[src/rtl/fetch_pkg.sv]
// Shared types and constants for the fetch/execute front-end sequencer.
package fetch_pkg;

  localparam int DEF_PC_W   = 12;
  localparam int DEF_INST_W = 32;

  localparam logic [31:0] NOP_INST = 32'h0000_0013;

  typedef enum logic [1:0] {
    IDLE = 2'd0,
    RUN  = 2'd1,
    HALT = 2'd2
  } fetch_state_t;

endpackage

[src/rtl/fetch_ctrl.sv]
// Fetch sequencer: owns the fetch PC, drives instruction-memory address and
// loads the EX-stage instruction register with run/halt, stall and redirect.
module fetch_ctrl #(
  parameter int                 PC_W     = fetch_pkg::DEF_PC_W,
  parameter int                 INST_W   = fetch_pkg::DEF_INST_W,
  parameter logic [INST_W-1:0]  NOP_INST = fetch_pkg::NOP_INST
) (
  input  logic              clk,
  input  logic              rst,
  input  logic              run,
  input  logic              halt_req,
  input  logic              stall,
  input  logic              redirect_valid,
  input  logic [PC_W-1:0]   redirect_pc,
  output logic [PC_W-1:0]   imem_addr,
  input  logic [INST_W-1:0] imem_rdata,
  output logic [PC_W-1:0]   pc_ex,
  output logic [INST_W-1:0] inst_ex,
  output logic              valid_ex,
  output logic              halted,
  output logic [31:0]       fetch_count
);

  import fetch_pkg::*;

  localparam logic [PC_W-1:0] PC_ONE = {{(PC_W-1){1'b0}}, 1'b1};

  fetch_state_t      state;
  logic [PC_W-1:0]   pc_fetch;

  assign imem_addr = pc_fetch;

  // Redirects always take priority; in RUN they also cost one bubble slot.
  always_ff @(posedge clk or posedge rst) begin
    if (rst) begin
      state       <= IDLE;
      pc_fetch    <= '0;
      pc_ex       <= '0;
      inst_ex     <= NOP_INST;
      valid_ex    <= 1'b0;
      halted      <= 1'b0;
      fetch_count <= '0;
    end else begin
      case (state)
        IDLE: begin
          if (redirect_valid) begin
            pc_fetch <= redirect_pc;
          end else if (halt_req) begin
            state  <= HALT;
            halted <= 1'b1;
          end else if (run) begin
            state <= RUN;
          end
        end

        RUN: begin
          if (redirect_valid) begin
            pc_fetch <= redirect_pc;
            inst_ex  <= NOP_INST;
            valid_ex <= 1'b0;
            if (halt_req) begin
              state  <= HALT;
              halted <= 1'b1;
            end
          end else if (halt_req) begin
            inst_ex  <= NOP_INST;
            valid_ex <= 1'b0;
            state    <= HALT;
            halted   <= 1'b1;
          end else if (!stall) begin
            inst_ex     <= imem_rdata;
            pc_ex       <= pc_fetch;
            valid_ex    <= 1'b1;
            pc_fetch    <= pc_fetch + PC_ONE;
            fetch_count <= fetch_count + 32'd1;
          end
        end

        HALT: begin
          if (redirect_valid) begin
            pc_fetch <= redirect_pc;
          end else if (run && !halt_req) begin
            state  <= RUN;
            halted <= 1'b0;
          end
        end

        default: begin
          state  <= IDLE;
          halted <= 1'b0;
        end
      endcase
    end
  end

endmodule

[config.mk]
export PLATFORM = sky130hd
export DESIGN_NAME = fetch_ctrl
export DESIGN_NICKNAME = d
export VERILOG_FILES = /design/src/rtl/fetch_pkg.sv /design/src/rtl/fetch_ctrl.sv
export SDC_FILE = /design/constraint.sdc
export NUM_CORES = 1
export LEC_CHECK = 0
export ABC_AREA = 1
export CAP_MARGIN = 20
export CORE_MARGIN = 2
export CORE_UTILIZATION = 42
export CTS_BUF_LIST = sky130_fd_sc_hd__clkbuf_16
export CTS_CLUSTER_DIAMETER = 40
export DETAILED_ROUTE_END_ITERATION = 10
export GPL_TIMING_DRIVEN = 0
export HOLD_SLACK_MARGIN = 0.15
export PLACE_DENSITY = 0.77
export SYNTH_ARGS = -nofsm -noshare
export SYNTH_HDL_FRONTEND = slang
export SYNTH_SLANG_ARGS = --single-unit
[constraint.sdc]
create_clock -name clk -period 2.85 [get_ports clk]
set_input_delay 0.57 -clock clk [delete_from_list [all_inputs] [get_ports clk]]
set_output_delay 0.57 -clock clk [all_outputs]
set_load 0.01 [all_outputs]
Yosys cells after proc, flatten, opt, wreduce, memory -nomap -nowiden

Cells that the tools add are included.

Memories: 0
Latch bits: 0
Register bits: 92
Word-level logic and storage cells: 56
ROM bits: 0
Memory bits (writable): 0

Bitwise operators: 3
Divide/modulo/power cells: 0
Shift-type cells: 0
Reductions and logical operators: 10
$mul: 0
Muxes and demuxes: 23
Add/sub/neg operators: 2
Equal/unequal tests: 11
Magnitude comparators: 0

Operator list:

| kind                  | number |
|---|---|
| $mux 32               | 3 |
| $mux 12               | 4 |
| $add 32x1->32 const B | 1 |
| $pmux 12 s2           | 1 |
| $add 12x1->12 const B | 1 |
| $mux 2                | 6 |
| $ne 3x3->1 const B    | 3 |
| $ne 2x2->1 const B    | 4 |
| $reduce_and 4->1      | 2 |
| $mux 1                | 7 |
| $pmux 2 s3            | 1 |
| $reduce_and 5->1      | 1 |
| $ne 3x2->1 const B    | 1 |
| $not 1->1             | 3 |
| $pmux 1 s3            | 1 |
| $reduce_and 3->1      | 1 |
| $eq 2x1->1 const B    | 1 |
| $eq 2x2->1 const B    | 1 |
| $logic_not 2->1       | 1 |
| $ne 2x1->1 const B    | 1 |
| $reduce_and 2->1      | 1 |
| $reduce_bool 2->1     | 1 |
| $reduce_or 2->1       | 1 |
| $logic_and 1x1->1     | 1 |
| $logic_not 1->1       | 1 |

Depth between registers and ports, before layout

Gate-level depths: netlist of run 1.

Word-level depth: 5
Depth in mapped cells: 9

Least setup slack after synthesis of run 1

OpenSTA, ideal clock, no wires.

Path kind: input to register
From: input port halt_req
To: register fetch_count[23]
Setup time: 0.117 ns
Setup slack: 1.324 ns
Arrival time: 1.409 ns
Buffers on the path: 0
Stages on the path: 8
Cell sequence: nor2_2 > nand3_4 > nor2_4 > nand3_1 > inv_1 > nand2_1 > nand2_1 > nand2_1

Longest elaborated chain between the ends: 2

Ends and longest elaborated chain:

| what                              | RTL line         | source |
|---|---|---|
| start: declaration                | fetch_ctrl.sv:11 | `input logic halt_req,` |
| $not 1->1 (no source line)        | n/a              |  |
| $reduce_and 4->1 (no source line) | n/a              |  |
| end signal: assignment            | fetch_ctrl.sv:75 | `fetch_count <= fetch_count + 32'd1;` |
| end: declaration                  | fetch_ctrl.sv:21 | `output logic [31:0] fetch_count` |

Every way passes these cells.
A chain may end at the register's enable or synchronous reset.

Worst setup path after layout of run 1

From: register inst_ex[4]
To: output port inst_ex[4]

RTL lines:

| what                     | RTL line         | source |
|---|---|---|
| start: declaration       | fetch_ctrl.sv:18 | `output logic [INST_W-1:0] inst_ex,` |
| start signal: assignment | fetch_ctrl.sv:71 | `inst_ex <= imem_rdata;` |

No word-level cell between the ends.

==> results of run 1 <==
-- routing by layer --
metal  up-vias  routed length, µm  track usage
li1       1921                  -            -
met1      1871               4820        0.253
met2        96               5620        0.358
met3        14                463       0.0427
met4         0                166       0.0562
met5         -                  0            0
-- final cells by class --
| type | count | area, µm² | share of cell area |
|---|---|---|---|
| clock buffers | 9 | 225 | 0.0364 |
| multi-input cells | 345 | 1780 | 0.287 |
| repair buffers | 141 | 1430 | 0.231 |
| inverters | 48 | 184 | 0.0297 |
| clock inverters | 7 | 45.0 | 0.00727 |
| plain buffers | 12 | 51.3 | 0.00828 |
| well taps | 136 | 170 | 0.0275 |
| flip-flops and latches | 92 | 2310 | 0.372 |
-- power by group through the flow --
stage          registers, mW  logic [mW]  clock network (mW)
5_1_grt                 1.98        1.94                1.17
3_5_place_dp            1.95        1.79                   0
3_3_place_gp            1.93        1.74                   0
2_1_floorplan           2.05       0.711                   0
4_1_cts                 1.93        1.80                1.11
6_report                1.93        1.78                1.09
-- worst register-to-register path, cell delays in order, from the launching register on --
cell     delay [ns]
dfrtp_1        0.44
nor2_2         0.23
nand3_4        0.22
nor2_4         0.21
nand3_1        0.18
o21ai_0        0.21
nand2_1        0.08
-- Yosys cell counts --
master,count,area [µm²]
a21oi_1,6,30.0
a22o_1,28,245
a2bb2oi_1,1,8.76
a31oi_1,1,6.26
and2_1,1,6.26
buf_1,2,7.51
buf_2,5,25.0
clkbuf_1,5,18.8
dfrtp_1,89,2230
dfstp_2,3,78.8
ha_1,2,25.0
inv_1,46,173
inv_2,2,7.51
mux2i_1,1,10.0
nand2_1,143,537
nand2_2,2,12.5
nand3_1,23,115
nand3_4,1,17.5
nand3b_1,3,22.5
nand4_1,11,68.8
nor2_1,57,214
nor2_2,3,18.8
nor2_4,3,33.8
nor3_1,7,35.0
nor3_4,1,16.3
o21a_1,1,7.51
o21ai_0,22,110
o22a_1,3,26.3
o31ai_1,1,7.51
or2_2,2,12.5
xnor2_1,5,43.8
xor2_1,17,149
-- sequential cells by signal, indices dropped and copies added, names as in the netlist --
| signal | count |
|---|---|
| fetch_count | 32 |
| halted | 1 |
| imem_addr | 12 |
| inst_ex | 32 |
| pc_ex | 12 |
| state | 2 |
| valid_ex | 1 |
-- final timing paths --
path	startpoint	end
max	inst_ex[4]	inst_ex[4]
min	pc_ex[2]	pc_ex[2]
max reg2reg	state[1]	fetch_count[19]
min reg2reg	pc_ex[2]	pc_ex[2]
max in group asynchronous	rst	inst_ex[1]
min in group asynchronous	rst	fetch_count[5]
-- cell families (layout without fill, tap and decap cells) --
group                      Yosys count  after routing
adders and majority gates            2              2
buffers and inverters               60            217
and+or+nand+nor                    257            257
muxes                                1              1
xor gates and xnor gates            22             22
DFF                                 92             92
AOI/OAI and AO/OA                   63             63
-- per-stage QoR --
step           utilization  power (mW)
2_1_floorplan            -        2.76
3_3_place_gp         0.580        3.67
3_5_place_dp         0.584        3.74
4_1_cts              0.611        4.84
5_1_grt              0.611        5.08
6_report             0.611        4.80
==> metrics.txt, run 1 <==
first-pass GRT wire length=18.3 mm; Clk network pwr share=0.226; root buffer cell=clkbuf_16; syn nets=around 550; CP peak stage delay=0.56 ns; Crit Path Max Fanout=2; worst skew pair latency=0.33 ns; Leak=2.83 nW; post-place instance area=slightly below 6000 µm²; CP Depth=1; TNS Setup=0 ns; maxcap violations=0; Starting Density=0.426; Register-to-Register Path Depth=6; overall routed net length=around 11 mm; CTS tree=built; Die W=around 110 µm; Die ar.=11100 µm²; crit path buf inv count=1; FMAX=503 MHz; design area=6190 µm²; RSZ-0062 raised after global routing=no; antenna-violating nets left=0; Worst-path clk slew=0.06 ns; dpl ws=~0.57 ns; WHS=0.488 ns; Final Hold Viols=0; CP Launch Type=flip-flop; Max Slew Vio Count=0; largest net degree at the start of global routing=45; commonest non-fill, non-tap cell in the layout=nand2_1; main combinational cell family by area after synthesis=simple AND/OR/NAND/NOR gates; Critical Path Slowest Stage Cell=clkdlybuf4s50_1; final setup vio count=0; Area Growth Syn to Fin=43.4%; CTS Sinks=slightly above 90; Switching Share=0.342; Mapped Cells=497; Final min period=1.99 ns; CTS hold repair buffers=0; Hold Crit Class=flip-flop to flip-flop; Power per Cell Area=775 nW/µm²; fin crit share=0.698; initial DRC count=215; die span in y=105 µm; Adder-Cell Fraction of Synth Area=0.00580; initial antenna violation count=0; post-synthesis sequential area ratio=0.534; post-DP HPWL=8.38 mm; vias in the first global route=3866; ratio of cells with drive above 1 in the final layout=0.0596; Max VDD drop=0.408 mV; reg-to-reg setup timing slack=1.16 ns; # nets final=roughly 700; outcome=complete, no violations; non-filler cells, final=a little under 800; CTS buffer count=9; crit path capture type=output port; GPL Wtd Cong=0.912; ANT cells=0; Clock Path Buffers=2; grt total ovfl=0; Sw Pwr=around 1.6 mW; # port buffers=139; synth unique cells=32; hold path cells=2; crit-path cells=clkdlybuf4s50_1; WP data required=2.28 ns; placed cells=about 770; H-tree depth=3; kind of cell with the highest combined delay on the critical path=buffers and inverters; Seq cells post-synth=92; commonest cells after routing, fill and taps aside=143 x nand2_1, 139 x clkdlybuf4s50_1, 89 x dfrtp_1, 57 x nor2_1, 47 x inv_1; drt wl/cell=14.0 µm; DR vias=around 3900; Via density=4.94; Cell Area, Synth=4320 µm²; core area=10100 µm²; cell internal pwr=3.16 mW; mean cell area of the mapped netlist=8.69 µm²; Worst slew margin=0.674; crit path DAT=about 1.4 ns; Ys Warns=0; DRT Pass-1 Iters=5; complex-gate fraction of the synthesized area=0.102; post_cts resized=0; GRT Overall Usage=0.203; Logic pwr share=0.371; final worst slack=0.862 ns; FP Rows=37; IO Count=140; sequential power share=0.403; xor/xnor cell area share of the yosys netlist=0.0446; skew final=0.0108 ns; postcts setup bufs=0; DRC viols=0; crit path kind=flip-flop to output port; Synth Area in Simple Gates=0.257; multiplexer share of the synthesized area=0.00232; fillers=885; Worst Tran Pin Value=0.487 ns
Power figures use the tool's default switching activity.
==> inputs of run 2 (changes only) <==
Clock period 2.85 ns to 1.6 ns, I/O delays scaled along.
==> run 2 against run 1 <==
Flip-flop and latch count did not move. Final cell count increased by 5.2%. Register-to-register slack got worse by 1.1 ns. Largest power group is now combinational cells. Worst hold slack worse by 0.18 ns. Die area unchanged. Non-clock buffer count up 41. Via count is 5.7% higher. Setup slack worse by 0.85 ns. Highest routed layer unchanged.
==> metrics.txt, run 2 (synthesized netlist as in run 1, its figures left out) <==
design area=6680 µm² (was 6190 µm²); CP Depth=1 (unchanged); FMAX=630 MHz; Final Util=0.659 (was 0.611); Crit Path Max Fanout=2 (unchanged); worst skew pair latency=0.33 ns (about the same); Critical Path Slowest Stage Cell=clkdlybuf4s50_1 (unchanged); top flop regs=fetch_count: 32 flops, inst_ex: 32 flops (unchanged); Max VDD drop=0.800 mV (was 0.408 mV); WP data required=1.28 ns (was 2.28 ns); post-DP HPWL=8.38 mm (unchanged); WHS=0.309 ns (was 0.488 ns); Reg-to-Reg End=fetch_count[20] (was fetch_count[19]); GRT Overall Usage=0.217 (was 0.203); CTS hold repair buffers=0 (unchanged); CTS Sinks=92 (unchanged); placed cells=774 (unchanged); initial DRC count=182 (was 215); crit path DAT=1.27 ns (was 1.42 ns); H-tree depth=3 (unchanged); CTS buffer count=9 (unchanged); DRT Pass-1 Iters=5 (unchanged); skew final=0.00996 ns (was 0.0108 ns); Worst Tran Pin Value=0.353 ns (was 0.487 ns); Power per Cell Area=1320 nW/µm² (was 775 nW/µm²); Area Growth Syn to Fin=54.8% (was 43.4%); first-pass GRT wire length=19.5 mm (was 18.3 mm); ANT cells=0 (unchanged); crit path capture type=output port (unchanged); dpl ws=-0.432 ns (was 0.568 ns); drt wl/cell=14.8 µm (was 14.0 µm); IO Count=140 (unchanged); Via density=4.96 (was 4.94); Multi-input gate area=1890 µm² (was 1780 µm²); GPL Wtd Cong=0.912 (unchanged); cell internal pwr=5.76 mW (was 3.16 mW); Starting Density=0.426 (unchanged); die span in y=105 µm (unchanged); Switching Share=0.346 (was 0.342); fillers=812 (was 885); crit path buf inv count=1 (unchanged); CP peak stage delay=0.56 ns (about the same); Worst slew margin=0.764 (was 0.674); fin crit share=0.992; Hold Crit Class=input pin to asynchronous set/reset pin (was flip-flop to flip-flop); Max Slew Vio Count=0 (unchanged); sequential power share=0.382 (was 0.403); largest net degree at the start of global routing=45 (unchanged); reg2reg start=fetch_count[0] (was state[1]); Clock Path Buffers=2 (unchanged); FP Rows=37 (unchanged); commonest non-fill, non-tap cell in the layout=nand2_1 (unchanged); CP Launch Type=flip-flop (unchanged); grt total ovfl=0 (unchanged); vias in the first global route=4111 (was 3866); Clk network pwr share=0.221 (was 0.226); final worst slack=0.0134 ns (was 0.862 ns); maxcap violations=0 (unchanged); root buffer cell=clkbuf_16 (unchanged); TNS Setup=0 ns (unchanged); post-place instance area=5920 µm² (unchanged); Register-to-Register Path Depth=9 (was 6); CTS tree=built (unchanged); non-filler cells, final=831 (was 790); # nets final=742 (was 701); # port buffers=139 (unchanged); crit path kind=flip-flop to output port (unchanged); overall routed net length=12.3 mm (was 11.1 mm); ratio of cells with drive above 1 in the final layout=0.158 (was 0.0596); Logic pwr share=0.396 (was 0.371); Leak=3.49 nW (was 2.83 nW); core area=10100 µm² (unchanged); Reg area=2310 µm² (about the same); initial antenna violation count=0 (unchanged); crit-path cells=clkdlybuf4s50_1 (unchanged); DRC viols=0 (unchanged); overall power=8.81 mW (was 4.80 mW); outcome=complete, no violations (unchanged); crit path launch=pc_ex[1] (was inst_ex[4]); Die ar.=11100 µm² (unchanged); Worst-path clk slew=0.07 ns (was 0.06 ns); commonest cells after routing, fill and taps aside=138 x nand2_1, 96 x clkdlybuf4s50_1, 86 x dfrtp_1, 49 x nor2_1, 45 x inv_1 (was 143 x nand2_1, 139 x clkdlybuf4s50_1, 89 x dfrtp_1, 57 x nor2_1, 47 x inv_1); Final Hold Viols=0 (unchanged); RSZ-0062 raised after global routing=yes (was no); Final min period=1.59 ns; DR vias=4123 (was 3902); reg-to-reg setup timing slack=0.02 ns (was 1.16 ns); Die W=105 µm (unchanged); Sw Pwr=3.05 mW (was 1.64 mW); final setup vio count=0 (unchanged); kind of cell with the highest combined delay on the critical path=buffers and inverters (unchanged); antenna-violating nets left=0 (unchanged)
[run 2: layer usage]
metal / vias up / wire (µm) / track usage
met5: - / 0 / 0
met4: 0 / 223 / 0.0552
met3: 20 / 619 / 0.0421
met2: 128 / 6430 / 0.388
met1: 1976 / 5010 / 0.269
li1: 1999 / - / -
[run 2: power groups by stage]
stage	Clock (mW)	Combinational (mW)	Sequential, mW
after global routing	2.09	3.79	3.44
final	1.95	3.49	3.37
after floorplan	0	1.27	3.65
after global placement	0	3.10	3.45
after CTS	1.97	3.43	3.38
after detailed placement	0	3.20	3.47
[run 2: timing repair]
item                       in CTS  in global routing
pin swaps                       5                  8
setup endpoints to repair      63                 86
gates resized for setup        28                 62
buffers inserted               35                  6
[run 2: layout make-up]
class,instances,share of cell area
inverters,48,0.0275
flip-flops and latches,92,0.346
multi-input cells,345,0.283
clock buffers,9,0.0337
clock inverters,7,0.00674
well taps,136,0.0255
plain buffers,12,0.00974
repair buffers,182,0.268
[run 2: how the worst max path moves through the flow]
stage,end
after floorplan,fetch_count[20]
after global placement,inst_ex[8]
after detailed placement,fetch_count[19]
after CTS,imem_addr[3]
after global routing,fetch_count[22]
final,pc_ex[1]
==> inputs of run 3 (changes only) <==
Settings changed: PLACE_DENSITY 0.77 to 0.84.
==> run 3 against run 2 <==
Global-route usage about the same. Critical path depth unchanged. Combinational power about the same. Final cell count decreased by 0.84%. Non-clock buffer count decreased by 8. Utilization increased by 0.53 points. Total power increased by 7.0%.
==> metrics.txt, run 3 (synthesized netlist as in run 1, its figures left out) <==
Starting Density=0.426 (unchanged); Reg-to-Reg End=fetch_count[23] (was fetch_count[20]); worst skew pair latency=0.33 ns (about the same); reg2reg start=state[0] (was fetch_count[0]); outcome=complete, no violations (unchanged); skew final=0.0128 ns (was 0.00996 ns); global route hottest layer=met2 (unchanged); commonest cells after routing, fill and taps aside=139 x nand2_1, 85 x clkdlybuf4s50_1, 84 x dfrtp_1, 47 x nor2_1, 46 x inv_1 (was 138 x nand2_1, 96 x clkdlybuf4s50_1, 86 x dfrtp_1, 49 x nor2_1, 45 x inv_1); fillers=776 (was 812); reg-to-reg setup timing slack=0.05 ns (was 0.02 ns); H-tree depth=3 (unchanged); DR vias=4201 (was 4123); CP peak stage delay=0.56 ns (about the same); Hold Crit Class=input pin to asynchronous set/reset pin (unchanged); Clock Path Buffers=2 (unchanged); Worst slew margin=0.665 (was 0.764); ratio of cells with drive above 1 in the final layout=0.147 (was 0.158); CP Launch Type=flip-flop (unchanged); # port buffers=139 (unchanged); Leak=3.64 nW (was 3.49 nW); Worst Tran Pin Value=0.502 ns (was 0.353 ns); vias in the first global route=4062 (was 4111); Critical Path Slowest Stage Cell=clkdlybuf4s50_1 (unchanged); post-DP HPWL=8.52 mm (was 8.38 mm); crit path buf inv count=1 (unchanged); CTS buffer count=9 (unchanged); CP Depth=1 (unchanged); Via density=5.10 (was 4.96); Final Util=0.664 (was 0.659); FP Rows=37 (unchanged); largest net degree at the start of global routing=43 (was 45); drt wl/cell=14.8 µm (about the same); GRT Overall Usage=0.217 (about the same); WP data required=1.28 ns (about the same); Reg area=2310 µm² (about the same); CTS Sinks=92 (unchanged); Final Hold Viols=0 (unchanged); initial DRC count=215 (was 182); die span in y=105 µm (unchanged); crit path capture type=output port (unchanged); Register-to-Register Path Depth=9 (unchanged); antenna-violating nets left=0 (unchanged); root buffer cell=clkbuf_16 (unchanged); final setup vio count=0 (unchanged); Global Route met3 Usage=0.0402 (was 0.0421); Final min period=1.57 ns (was 1.59 ns); fin crit share=0.979 (was 0.992); crit path launch=inst_ex[27] (was pc_ex[1]); top flop regs=fetch_count: 32 flops, inst_ex: 32 flops (unchanged); kind of cell with the highest combined delay on the critical path=buffers and inverters (unchanged); overall power=9.42 mW (was 8.81 mW); first-pass GRT wire length=19.3 mm (was 19.5 mm); non-filler cells, final=824 (was 831); CTS tree=built (unchanged); GR Layer Usage met2=0.380 (was 0.388); # nets final=735 (was 742); Max VDD drop=0.816 mV (was 0.800 mV); placed cells=774 (unchanged); RSZ-0062 raised after global routing=yes (unchanged); Crit Path Max Fanout=2 (unchanged); DRC viols=0 (unchanged); crit path DAT=1.25 ns (was 1.27 ns); core area=10100 µm² (unchanged); Max Slew Vio Count=0 (unchanged); Die ar.=11100 µm² (unchanged); grt total ovfl=0 (unchanged); crit path kind=flip-flop to output port (unchanged); Die W=105 µm (unchanged); Area Growth Syn to Fin=56.1% (was 54.8%); met1 track demand over resource=0.268 (was 0.269); maxcap violations=0 (unchanged); IO Count=140 (unchanged); FMAX=638 MHz (was 630 MHz); crit-path cells=clkdlybuf4s50_1 (unchanged); DRT Pass-1 Iters=5 (unchanged); Worst-path clk slew=0.06 ns (was 0.07 ns); WHS=0.364 ns (was 0.309 ns); initial antenna violation count=0 (unchanged); Multi-input gate area=1900 µm² (was 1890 µm²); TNS Setup=0 ns (unchanged); ANT cells=0 (unchanged); GPL Wtd Cong=0.941 (was 0.912); Power per Cell Area=1400 nW/µm² (was 1320 nW/µm²); crit path capture=inst_ex[27] (was pc_ex[1]); commonest non-fill, non-tap cell in the layout=nand2_1 (unchanged); overall routed net length=12.2 mm (was 12.3 mm)
run 3: changes by cell type in the layout (fill, tap and decap cells not counted), moves of 3 or more:
cell	previous run	this run
clkdlybuf4s50_1	96	85
dlymetal6s2s_1	24	31
buf_2	5	1
buf_4	39	35
bufinv_16	0	4
dlygate4sd2_1	19	23
nor2_2	5	8
nor3_2	3	0
run 3: final cells by class:
class                           count  share of cell area
Inverter                           48              0.0277
Sequential cell                    92               0.343
Tap cell                          136              0.0253
Multi-Input combinational cell    346               0.282
Timing Repair Buffer              174               0.258
Clock buffer                        9              0.0334
Buffer                             12              0.0104
Clock inverter                      7              0.0197
run 3: worst min-delay path by stage:
stage | end | slack (ns)
3_3_place_gp | pc_ex[8] | 0.47
4_1_cts | fetch_count[4] | 0.37
3_5_place_dp | pc_ex[8] | 0.47
2_1_floorplan | inst_ex[10] | 0.45
6_report | fetch_count[5] | 0.36
5_1_grt | fetch_count[5] | 0.40
run 3: where the power goes:
part,leakage [nW],switching [mW],internal (mW)
sequential,1.20,0.457,2.94
clock,0.182,0.864,1.67
combinational,2.25,1.75,1.74
run 3: per-layer routing:
metal / part of all wire / vias to the layer above
met5: 0 / -
met4: 0.016 / 0
met3: 0.047 / 25
met2: 0.53 / 155
met1: 0.41 / 2030
li1: - / 1991
run 3: repair_timing:
action,CTS,global route
resized for setup,31,73
hold buffers,0,0
pin swaps,4,6
gates cloned,1,0
buffers inserted,27,6
setup endpoints to repair,70,85
run 3: through the flow:
step | instance area (µm²) | setup WS [ns]
2_1_floorplan | 4320 | 0.170
3_3_place_gp | 5880 | -0.741
3_5_place_dp | 5920 | -0.384
4_1_cts | 6490 | 0.000315
5_1_grt | 6740 | -0.0733
6_report | 6740 | 0.0335
==> edit 1 (settings of run 2) <==
Change the package constant `DEF_PC_W` from 12 to 24.
--- a/src/rtl/fetch_pkg.sv
+++ b/src/rtl/fetch_pkg.sv
@@ -1,7 +1,7 @@
 // Shared types and constants for the fetch/execute front-end sequencer.
 package fetch_pkg;
 
-  localparam int DEF_PC_W   = 12;
+  localparam int DEF_PC_W   = 24;
   localparam int DEF_INST_W = 32;
 
   localparam logic [31:0] NOP_INST = 32'h0000_0013;
Ports: changed (resized imem_addr, pc_ex and redirect_pc); port bits go from 140 to 176. No check against the original RTL was run, so the function may have changed too.
==> edit 1 against run 2 <==
  * The run now ends with negative setup slack left
  * Cell count is 38% higher
  * Worst setup slack got worse by 0.054 ns
  * Cell area increased by 30%
  * Synthesized area increased by 33%
  * Total power increased by 54%
  * Sequential cell count is 24 higher
  * Clock skew decreased by 0.0038 ns
  * Synthesized cell count up 45%
  * Register-to-register slack lost 0.06 ns
  * Maximum frequency fell by 3.3%
  * Routed wire length up 43%
  * Utilization decreased by 0.34 points
  * Count of clock-buffer cells in the layout is 8 higher
  * Largest power group unchanged
==> edit 1: results (changes against run 2) <==
Placement
  • RePlAce Congestion: 0.886 (was 0.912)
  • Post-place setup slack: -0.472 ns (was -0.432 ns)
  • Final HPWL from detailed placement: 12000 µm (was 8380 µm)

Logic synthesis
  • Synth Area in Adders: 0.00435 (was 0.00580)
  • Synth cell types: 34 (was 32)
  • Mux share of post-synthesis cell area: 0 (was 0.00232)
  • Top cells by count, synth: nand2_1, dfrtp_1, nor2_1 (unchanged)
  • Post-synthesis sequential area ratio: 0.506 (was 0.534)
  • Top cells by area, synth: dfrtp_1, nand2_1, nor2_1 (was dfrtp_1, nand2_1, a22o_1)
  • XOR/XNOR share of the synthesized area: 0.0305 (was 0.0446)
  • Synth Net Count: 784 (was 549)

CTS
  • Post-CTS sizing: 141 (was 28)
  • # H-tree levels: 4 (was 3)
  • Clk slew on worst S/H paths: 0.05 ns (was 0.07 ns)
  • Setup Buffers After CTS: 28 (was 35)

Run status
  • Status: finished, violations left (was finished clean)
  • Failing checks: negative setup slack

Setup path
  • Reg2Reg Depth: 10 (was 9)
  • Delay-heaviest family, CP: simple AND/OR/NAND/NOR gates (was buffers and inverters)
  • CP Class: register to register (was register to output port)
  • R2r endpoint: imem_addr[10] (was fetch_count[20])
  • Slowest stage delay, CP: 0.41 ns (was 0.56 ns)
  • Slowest CP cell: dfrtp_1 (was clkdlybuf4s50_1)
  • Worst r2r src: imem_addr[1] (was fetch_count[0])

Timing
  • Max Clock Skew: 0.00619 ns (was 0.00996 ns)
  • Rel. slew slack: 0.470 (was 0.764)
  • Final TNS setup: -0.0647 ns (was 0 ns)
  • Setup violations, final: 3 (was 0)
  • Final setup margin: -0.0410 ns (was 0.0134 ns)

Finish
  • Nets: 1023 (was 742)
  • Fillcell total: 1139 (was 812)

Worst hold path
  • HP Class: input port to register (was input port to asynchronous set/reset pin)

Route
  • Initial drt markers: 387 (was 182)
  • Via count: 5833 (was 4123)
  • WL/cell: 15.3 µm (was 14.8 µm)

Power and ir drop
  • Worst vdd ir: 0.832 mV (was 0.800 mV)

Global route
  • Largest net degree at the start of global routing: 35 (was 45)
  • First-pass GRT wire length: 27300 µm (was 19500 µm)
edit 1: per-layer routing:
layer | up-vias | track usage | part of all wire
met3 | 46 | 0.0578 | 0.069
li1 | 2809 | - | -
met5 | - | 0 | 0
met2 | 255 | 0.402 | 0.50
met1 | 2723 | 0.293 | 0.40
met4 | 0 | 0.119 | 0.029
edit 1: how the worst max path moves through the flow:
stage                            endpoint  slack [ns]  depth (start not counted)
after global placement      imem_addr[20]       -1.28                          2
after detailed placement  fetch_count[28]       -0.47                          9
final                       imem_addr[10]       -0.04                         10
after CTS                     inst_ex[26]       0.005                          6
after global routing      fetch_count[18]       -0.15                          9
after floorplan            fetch_count[0]       -0.13                          1
edit 1: power by group through the flow:
stage | Clock (µW) | Combinational [µW] | Sequential, µW
3_5_place_dp | 0 | 5000 | 4870
2_1_floorplan | 0 | 1990 | 5100
5_1_grt | 3750 | 5780 | 4860
3_3_place_gp | 0 | 4900 | 4860
6_report | 3540 | 5290 | 4740
4_1_cts | 3590 | 4860 | 4720
edit 1: layout make-up:
cell class	instances	share of cell area
Buffer	22	0.0151
Clock buffer	17	0.0488
Clock inverter	15	0.0141
Inverter	60	0.0265
Multi-Input combinational cell	522	0.307
Sequential cell	116	0.335
Tap cell	176	0.0253
Timing Repair Buffer	220	0.228
edit 1: per-stage QoR:
| stage | util | instances |
|---|---|---|
| 2_1_floorplan | - | 720 |
| 3_3_place_gp | 0.581 | 1071 |
| 3_5_place_dp | 0.585 | 1074 |
| 4_1_cts | 0.636 | 1134 |
| 5_1_grt | 0.656 | 1148 |
| 6_report | 0.656 | 1148 |
edit 1: worst min-delay path: cells and delay by family:
family,cells,cell delay [ns]
simple gates,1,0.07
buf+inv,2,0.28
compound gates,1,0.09
==> edit 2 (config.mk and constraints of run 2) <==
Without the edit above. Register the output `fetch_count` once more; this adds one clock of latency there. The other outputs are not delayed to match.
--- a/src/rtl/fetch_ctrl.sv
+++ b/src/rtl/fetch_ctrl.sv
@@ -25,6 +25,8 @@
 
   localparam logic [PC_W-1:0] PC_ONE = {{(PC_W-1){1'b0}}, 1'b1};
 
+  logic [31:0] fetch_count_s0;
+
   fetch_state_t      state;
   logic [PC_W-1:0]   pc_fetch;
 
@@ -39,7 +41,7 @@
       inst_ex     <= NOP_INST;
       valid_ex    <= 1'b0;
       halted      <= 1'b0;
-      fetch_count <= '0;
+      fetch_count_s0 <= '0;
     end else begin
       case (state)
         IDLE: begin
@@ -72,7 +74,7 @@
             pc_ex       <= pc_fetch;
             valid_ex    <= 1'b1;
             pc_fetch    <= pc_fetch + PC_ONE;
-            fetch_count <= fetch_count + 32'd1;
+            fetch_count_s0 <= fetch_count_s0 + 32'd1;
           end
         end
 
@@ -93,5 +95,9 @@
     end
   end
 
+  always_ff @(posedge clk) begin
+    fetch_count <= fetch_count_s0;
+  end
+
 endmodule
 
Formal check against the unedited RTL: not equivalent (Yosys sat finds a counterexample within 4 cycles, from zero or initial values and one cycle with rst high).
==> edit 2 against run 2 <==
  * Sequential cell count rose by 32
  * Critical endpoint is now fetch_count[0]
  * Routed wire length rose by 1.9%
  * The flow now finishes with violations (design-rule violations)
  * Non-clock buffer count fell by 30
  * Combinational power fell by 13%
  * Total power rose by 27%
  * Worst setup slack improved by 0.022 ns
  * Synthesized area rose by 16%
  * Critical path type unchanged
  * Register-to-register slack improved by 0.05 ns
  * Largest power group is now registers
  * Hold slack got worse by 0.11 ns
  * Cell area rose by 9.4%
  * Die area rose by 15%
==> edit 2: results (changes against run 2) <==
Logic synthesis
  • Synth cell types: 30 (was 32)
  • Top cells by area, synth: dfrtp_1, dfxtp_1, nand2_1 (was dfrtp_1, nand2_1, a22o_1)
  • Post-synthesis sequential area ratio: 0.591 (was 0.534)

Finish
  • Nets: 763 (was 742)
  • Fillcell total: 971 (was 812)

Placement
  • RePlAce Congestion: 0.923 (was 0.912)
  • Final HPWL from detailed placement: 9140 µm (was 8380 µm)
  • Placed Cells: 826 (was 774)

Global route
  • GRT Total Usage: 0.207 (was 0.217)
  • Vias in the first global route: 4323 (was 4111)
  • Largest net degree at the start of global routing: 43 (was 45)
  • First-pass GRT wire length: 20800 µm (was 19500 µm)

Run status
  • Status: finished, violations left (was finished clean)
  • Failing checks: design-rule violations

Setup path
  • CP startpoint: fetch_count[0] (was pc_ex[1])
  • Slowest stage delay, CP: 0.53 ns (was 0.56 ns)
  • Worst r2r src: fetch_count_s0[1] (was fetch_count[0])
  • WP data arrival: 1.25 ns (was 1.27 ns)

Route
  • First drt pass iteration count: 7 (was 5)
  • WL/cell: 14.4 µm (was 14.8 µm)
  • # DRC: 4 (was 0)

Timing
  • Max Clock Skew: 0.00709 ns (was 0.00996 ns)
  • Worst Tran Pin Value: 0.469 ns (was 0.353 ns)

CTS
  • Clk slew on worst S/H paths: 0.05 ns (was 0.07 ns)
  • Clock latency on the worst-skew pair: 0.41 ns (was 0.33 ns)

Power and ir drop
  • Worst vdd ir: 0.910 mV (was 0.800 mV)
## edit 2: final timing paths
path | endpoint | slack, ns | depth (start not counted)
min in group clk | fetch_count[31] | 0.40 | 0
max in group asynchronous | inst_ex[4] | 0.86 | 3
worst max register to register | fetch_count_s0[10] | 0.07 | 8
worst max-delay path | fetch_count[0] | 0.03 | 1
worst min-delay path | inst_ex[26] | 0.20 | 2
worst min register to register | fetch_count[31] | 0.40 | 0
## edit 2: where the power goes
| part | switching, µW | internal, µW | leakage [µW] |
|---|---|---|---|
| Combinational | 1680 | 1360 | 0.00190 |
| Clock | 1340 | 2540 | 0.000302 |
| Sequential | 497 | 3800 | 0.00146 |
| Total | 3520 | 7690 | 0.00367 |
## edit 2: layout make-up
cell class | instances | area [µm²] | area share
buffer | 13 | 71.3 | 0.00976
timing repair buffer | 151 | 1450 | 0.198
tap | 143 | 179 | 0.0245
sequential | 124 | 2950 | 0.404
inverter | 50 | 191 | 0.0262
clock inverter | 12 | 113 | 0.0154
clock buffer | 20 | 500 | 0.0685
multi-input combinational | 354 | 1860 | 0.254
## edit 2: metrics by stage
stage	hold WS (ns)	worst slack (ns)	instance area (µm²)
2_1_floorplan	0.368	0.120	4990
6_report	0.197	0.0349	7310
3_5_place_dp	0.391	-0.387	6600
3_3_place_gp	0.384	-0.777	6560
4_1_cts	0.192	0.000878	7170
5_1_grt	0.217	-0.0281	7310
## edit 2: cells by family after synthesis
logic type                 synth area share
buffers and inverters                0.0514
and+or+nand+nor                       0.220
adders and majority gates           0.00502
DFF                                   0.591
AOI/OAI and AO/OA                    0.0963
xor gates and xnor gates             0.0369
## edit 2: timing repair
action | in CTS | in global routing
resized for setup | 66 | 29
setup endpoints to repair | 67 | 64
setup buffers | 3 | 8
pin swaps | 1 | 9
gates cloned | 0 | 0
## edit 2: per-layer routing
metal	GRT usage	up-vias	wire length [µm]
met3	0.0557	19	714
met5	0	-	0
met1	0.251	2041	5220
li1	-	2099	-
met4	0.0862	0	253
met2	0.351	122	6340
